[src/rtl/pipeline_hazard_ctrl.sv]
// Pipeline hazard controller: cache-miss freeze, branch redirect flushes and load-use
// bubbles, with saturating stall/flush event counters and a small redirect-tracking FSM.
module pipeline_hazard_ctrl #(
  parameter int         CNT_W    = 16,
  parameter logic [6:0] LOAD_OPC = 7'b0000011
) (
  input  logic             clk,
  input  logic             rst_n,
  input  logic             icache_stall,
  input  logic             dcache_stall,
  input  logic             branch_taken,
  input  logic             id_ex_valid,
  input  logic             id_ex_rd_valid,
  input  logic [6:0]       id_ex_opcode,
  input  logic [4:0]       id_ex_rd_addr,
  input  logic             if_id_valid,
  input  logic             if_id_rs1_valid,
  input  logic             if_id_rs2_valid,
  input  logic [4:0]       if_id_rs1_addr,
  input  logic [4:0]       if_id_rs2_addr,
  output logic             pc_en,
  output logic             if_id_en,
  output logic             id_ex_en,
  output logic             ex_mem_en,
  output logic             mem_wb_en,
  output logic             if_id_flush,
  output logic             id_ex_flush,
  output logic             hazard_stall,
  output logic [CNT_W-1:0] stall_cycles,
  output logic [CNT_W-1:0] flush_events,
  output logic [1:0]       state_out
);

  typedef enum logic [1:0] {
    RUN        = 2'd0,
    FREEZE     = 2'd1,
    FLUSH_PEND = 2'd2,
    ILLEGAL    = 2'd3
  } state_t;

  state_t           state_reg, state_next;
  logic             pend_reg, pend_next;
  logic [CNT_W-1:0] stall_cnt_reg, flush_cnt_reg;

  logic freeze_now;
  logic load_use;
  logic redirect;
  logic rs1_hit, rs2_hit;

  assign freeze_now = icache_stall | dcache_stall;
  assign rs1_hit    = if_id_rs1_valid & (if_id_rs1_addr == id_ex_rd_addr);
  assign rs2_hit    = if_id_rs2_valid & (if_id_rs2_addr == id_ex_rd_addr);
  assign load_use   = id_ex_valid & id_ex_rd_valid & (id_ex_opcode == LOAD_OPC)
                    & (id_ex_rd_addr != 5'd0) & if_id_valid & (rs1_hit | rs2_hit);
  assign redirect   = ~freeze_now & (((state_reg == RUN) & branch_taken)
                                     | (state_reg == FLUSH_PEND));

  // Priority: freeze > redirect > load-use > normal; everything quiet during reset.
  always_comb begin
    pc_en        = 1'b0;
    if_id_en     = 1'b0;
    id_ex_en     = 1'b0;
    ex_mem_en    = 1'b0;
    mem_wb_en    = 1'b0;
    if_id_flush  = 1'b0;
    id_ex_flush  = 1'b0;
    hazard_stall = 1'b0;
    if (rst_n && !freeze_now) begin
      id_ex_en  = 1'b1;
      ex_mem_en = 1'b1;
      mem_wb_en = 1'b1;
      if (redirect) begin
        pc_en       = 1'b1;
        if_id_en    = 1'b1;
        if_id_flush = 1'b1;
        id_ex_flush = 1'b1;
      end else if (load_use) begin
        hazard_stall = 1'b1;
      end else begin
        pc_en    = 1'b1;
        if_id_en = 1'b1;
      end
    end
  end

  always_comb begin
    state_next = state_reg;
    case (state_reg)
      RUN:        if (freeze_now) state_next = FREEZE;
      FREEZE:     if (!freeze_now) state_next = (pend_reg | branch_taken) ? FLUSH_PEND : RUN;
      FLUSH_PEND: state_next = RUN;
      default:    state_next = RUN;
    endcase
  end

  // A redirect seen while frozen is owed until the FLUSH_PEND cycle delivers it.
  always_comb begin
    pend_next = pend_reg | (freeze_now & branch_taken);
    if (state_reg == FLUSH_PEND) pend_next = 1'b0;
  end

  always_ff @(posedge clk or negedge rst_n) begin
    if (!rst_n) begin
      state_reg <= RUN;
      pend_reg  <= 1'b0;
    end else begin
      state_reg <= state_next;
      pend_reg  <= pend_next;
    end
  end

  always_ff @(posedge clk or negedge rst_n) begin
    if (!rst_n) begin
      stall_cnt_reg <= '0;
      flush_cnt_reg <= '0;
    end else begin
      if ((freeze_now | hazard_stall) && (stall_cnt_reg != '1))
        stall_cnt_reg <= stall_cnt_reg + CNT_W'(1);
      if (if_id_flush && (flush_cnt_reg != '1))
        flush_cnt_reg <= flush_cnt_reg + CNT_W'(1);
    end
  end

  assign stall_cycles = stall_cnt_reg;
  assign flush_events = flush_cnt_reg;
  assign state_out    = state_reg;

endmodule

[config.mk]
export PLATFORM = sky130hd
export DESIGN_NAME = pipeline_hazard_ctrl
export DESIGN_NICKNAME = d
export VERILOG_FILES = /design/src/rtl/pipeline_hazard_ctrl.sv
export SDC_FILE = /design/constraint.sdc
export NUM_CORES = 1
export LEC_CHECK = 0
export ABC_AREA = 0
export ABC_CLOCK_PERIOD_IN_PS = 4080
export BUFFER_PORTS_ARGS = -buffer_cell sky130_fd_sc_hd__clkbuf_2
export CORE_UTILIZATION = 45
export DETAILED_ROUTE_END_ITERATION = 6
export PLACE_DENSITY = 0.79
export SLEW_MARGIN = 20
export SYNTH_ARGS = -nofsm -noshare
export SYNTH_HDL_FRONTEND = slang
export SYNTH_SLANG_ARGS = --single-unit
[constraint.sdc]
create_clock -name clk -period 4.08 [get_ports clk]
set_input_delay 0.408 -clock clk [delete_from_list [all_inputs] [get_ports clk]]
set_output_delay 0.408 -clock clk [all_outputs]
set_load 0.005 [all_outputs]
# After elaboration in Yosys (flattened, before gate mapping)
# Index checks and enable logic that the tools add are counted.
# classes
reduce_logical	7
add_sub_neg	2
eq_ne	9
n_bitwise	17
mux	14
# ops
operator	n
16-bit by 1-bit adder with 16-bit output, second input constant	2
16-bit inequality test, second input constant	2
1-bit AND	10
5-bit equality test	2
1-bit two-way mux	10
7-bit by 2-bit equality test with 1-bit output, second input constant	1
2-bit two-way mux	3
1-bit OR	6
5-bit nonzero test	1
2-bit inequality test, second input constant	2
2-bit one-hot mux with 2 select lines	1
1-bit logical AND	3
2-bit by 1-bit equality test with 1-bit output, second input constant	1
2-bit equality test, second input constant	1
2-bit zero test	1
2-bit AND reduction	1
1-bit zero test	1
1-bit inverter	1
# word_totals
output_inout_bits	42
register_bits	35
elab_cells	53
in_bits	32

# Logic depth before layout (Yosys ltp)
# logic_depth
depth_word	10
ltp_mapped	7
depth_no_buf	6

# Worst setup path before layout
# No wires, ideal clock.
# synth_timing
kind	input -> register
startpoint	in dcache_stall
endpoint	reg flush_cnt_reg[12] (netlist: flush_events[12])
setup_slack_ns	2.273
required_time_ns	4.001
path_stages	7
arrival_ns	1.728
cell_sequence	or3b_1 nor2_4 nand3_1 or2_1 clkbuf_1 nor3_2 xor2_1
# synth_via
elab_chain_len	6
elab_cells_between_ends	8
classes_between	mux: 2; bitwise: 3; reduce/logical: 3
# synth_lines
item	line_no	source
start, declared	10	input logic dcache_stall,
1-bit OR (*)	50	assign freeze_now = icache_stall | dcache_stall;
1-bit inverter	55	assign redirect = ~freeze_now & (((state_reg == RUN) & branch_taken)
1-bit AND	55	
1-bit two-way mux	-	
1-bit two-way mux (*)	-	
via id_ex_flush	27	output logic id_ex_flush,
1-bit logical AND (*)	119	if (if_id_flush && (flush_cnt_reg != '1))
end signal, assigned	120	flush_cnt_reg <= flush_cnt_reg + CNT_W'(1);
end, declared	43	logic [CNT_W-1:0] stall_cnt_reg, flush_cnt_reg;
# Mark *: on every way through the listed nets, which the timed path passes. The rest lies on a longest branch.
# A chain may end at the register's enable or synchronous reset.

# Final worst setup path
# layout_timing
startpoint	in rst_n
endpoint	out if_id_en
# layout_via
elab_chain_len	2
# layout_lines
item	line_no	source
start, declared	8	input logic rst_n,
1-bit logical AND	68	if (rst_n && !freeze_now) begin
1-bit two-way mux	68	
end, declared	22	output logic if_id_en,
# Every way passes these cells.

==> impl_metrics.tcl <==
set metrics [dict create \
    status "completed" \
    leakagePower_nw 1.142 \
    core-area_um2 4029 \
    routabilityCongestion 0.7697 \
    dr.max_layer_used "met4" \
    wl_per_cell_um 12.67 \
    cts-root-buf "clkbuf_8" \
    synthCells 183 \
    clock_path_buffers 2 \
    gr-total-overflow 0 \
    drive_above_1_share 0.3619 \
    fillers 365 \
    dpl_cell_area_um2 2285 \
    maxSlewHeadroom 0.4197 \
    grt_usage 0.2027 \
    first_global_vias 1571 \
    cts_resized 0 \
    vias 1598 \
    die_w_um 67.03 \
    criticalPathCategory "input pin to output pin" \
    initial_core_util 0.4724 \
    hpwl_um 2987 \
    synth-async-reset-ratio 1.000 \
    cap_violations 0 \
    fin_crit_sh 0.5791 \
    postLayoutSetupSlackWorst_ns 1.717 \
    wl_um 3891 \
    critical_path.max_fanout 37 \
    syn-num-nets 217 \
    start_kind "input pin" \
    fmax_mhz 423.2 \
    rsz0062_at_grt "false" \
    clk_pin_slew_worst_paths_ns 0.08 \
    ys_types 41 \
    grt_pass1_wl_um 6886 \
    antenna_found_initial 0 \
    vias_per_cell 5.205 \
    synth_top_cell_by_area "dfrtp_1" \
    cts_htree_levels 2 \
    regArea_um2 875.8 \
    worst_slew_pin_slew_ns 0.8704 \
    fin_worst_skew_ns 0.008637 \
    ys.warnings.count 0 \
    worstPathArrival_ns 1.95 \
    vdd_ir_drop_max_mv 0.2382 \
    pre_cts_slack_ns 1.445 \
    synthTopCellsByArea "dfrtp_1 46%, xnor2_1 9.2%, xor2_1 9.2%" \
    final_area_um2 2401 \
    fp.dieH_um 67.03 \
    area_growth_pct 26.17 \
    worst_setup_path_end_kind "output pin" \
    die-area_um2 4493 \
    seq_area_frac_synth 0.4602 \
    synth_top_area_share 0.4602 \
    nNetsFinal 290 \
    hold_viol 0 \
    setup-tns-final_ns 0 \
    ys_ff_latch 35 \
    period_needed_ns 2.363 \
    min_path_type "input pin to async pin" \
    ios 74 \
    cts_sinks 35 \
    wl_met2_um 1977 \
    wl_met1_um 1687 \
    syn-cell-area_um2 1903 \
    met3_wirelength_um 202 \
    synth-edff-count 0 \
    syn_avg_cell_area_um2 10.40 \
    grt_max_degree 38 \
    postCtsSetupRepairBufs 0 \
    setup_viol 0 \
    antenna_cells 0 \
    drt_iter0_drc 104 \
    slew_violations 0 \
    cts_hold_buf 0 \
    portBuffers 73 \
    num_rows 23 \
    powerDensity_nw_per_um2 497.6 \
    synth_flop_cell "dfrtp_1" \
    drt_pass1_iterations 4 \
    multi_input_area_um2 962.2 \
    clk_latency_ns 0.28 \
    cts_buffers 5 \
    crit_required_ns 3.67 \
    cts_tree "yes" \
    drc 0 \
    antenna_left 0 \
]
[cell usage after synthesis (2+ instances only)]
library cell,number
dfrtp_1,35
xnor2_1,20
xor2_1,20
nand4_1,12
nor2_1,12
nand2_1,11
nand3_1,10
nor3_1,8
buf_4,5
nor4_1,5
and2_1,3
and3_1,3
and4_1,3
inv_1,3
a21oi_1,2
ha_1,2
mux2_1,2
nor3b_1,2
nor4_2,2
or2_1,2
[layer usage]
layer,vias to the layer above,GRT usage
met2,45,0.3450
met5,-,0
li1,786,-
met4,0,0.04787
met3,5,0.05479
met1,762,0.2513
[power breakdown]
part	total, W	internal, W	switching (W)
logic	0.000317	0.000161	0.000156
registers	0.000562	0.000437	0.000125
clock network	0.000315	0.000185	0.000130
total	0.00119	0.000784	0.000411
[cell usage in the layout, fill, tap and decap left out, types with 2 or more instances in the layout]
cell,Yosys,final
clkbuf_2,0,73
dfrtp_1,35,35
xnor2_1,20,20
xor2_1,20,20
nor2_1,12,12
nand4_1,12,12
nand2_1,11,11
nand3_1,10,10
nor3_1,8,8
nor4_1,5,5
clkbuf_8,0,5
inv_1,3,3
and2_1,3,3
and4_1,3,3
and3_1,3,3
a21oi_1,2,2
or2_1,2,2
mux2_1,2,2
nor4_2,2,2
nor3b_1,2,2
ha_1,2,2
[final cells by class]
class                   instances  area share
repair buffers                 73      0.1522
clock buffers                   5     0.02866
clock inverters                 3     0.01980
inverters                       5    0.007817
well taps                      50     0.02606
multi-input cells             136      0.4007
flip-flops and latches         35      0.3648
[worst max-delay path, cell delays in order]
cell      delay [ns]
clkbuf_2        0.65
or3b_1          0.49
inv_1           0.13
and2_1          0.15
clkbuf_2        0.12
[worst paths after layout]
| path | from | to | slack, ns | cells past startpoint |
|---|---|---|---|---|
| max | rst_n | if_id_en | 1.72 | 5 |
| min | rst_n | stall_cycles[8] | 0.23 | 1 |
| max reg2reg | stall_cycles[2] | stall_cycles[1] | 1.83 | 6 |
| min reg2reg | flush_events[3] | flush_events[3] | 0.49 | 1 |
| max in group asynchronous | rst_n | state_out[0] | 3.31 | 1 |
| min in group clk | branch_taken | state_out[1] | 0.40 | 3 |
[kinds of logic (layout without fill, tap and decap cells)]
group           after synthesis  count (layout)  share of synthesized area
flops                        35              35                     0.4602
fa+ha+maj                     2               2                    0.01315
xor+xnor                     40              40                     0.1841
buf+inv                      12              86                    0.03418
mux                           2               2                    0.01183
compound gates                8               8                    0.03485
simple gates                 84              84                     0.2617
[through the flow]
| stage | power (W) | utilization | instances | hold WS, ns |
|---|---|---|---|---|
| finish | 0.001195 | 0.5960 | 307 | 0.2306 |
| floorplan | 0.0007255 | - | 183 | 0.1124 |
| global placement | 0.0008736 | 0.5671 | 299 | 0.4733 |
| detailed placement | 0.0008898 | 0.5671 | 299 | 0.4849 |
| CTS | 0.001208 | 0.5960 | 307 | 0.2638 |
| global route | 0.001290 | 0.5960 | 307 | 0.2888 |
(Power assumes the default switching activity.)
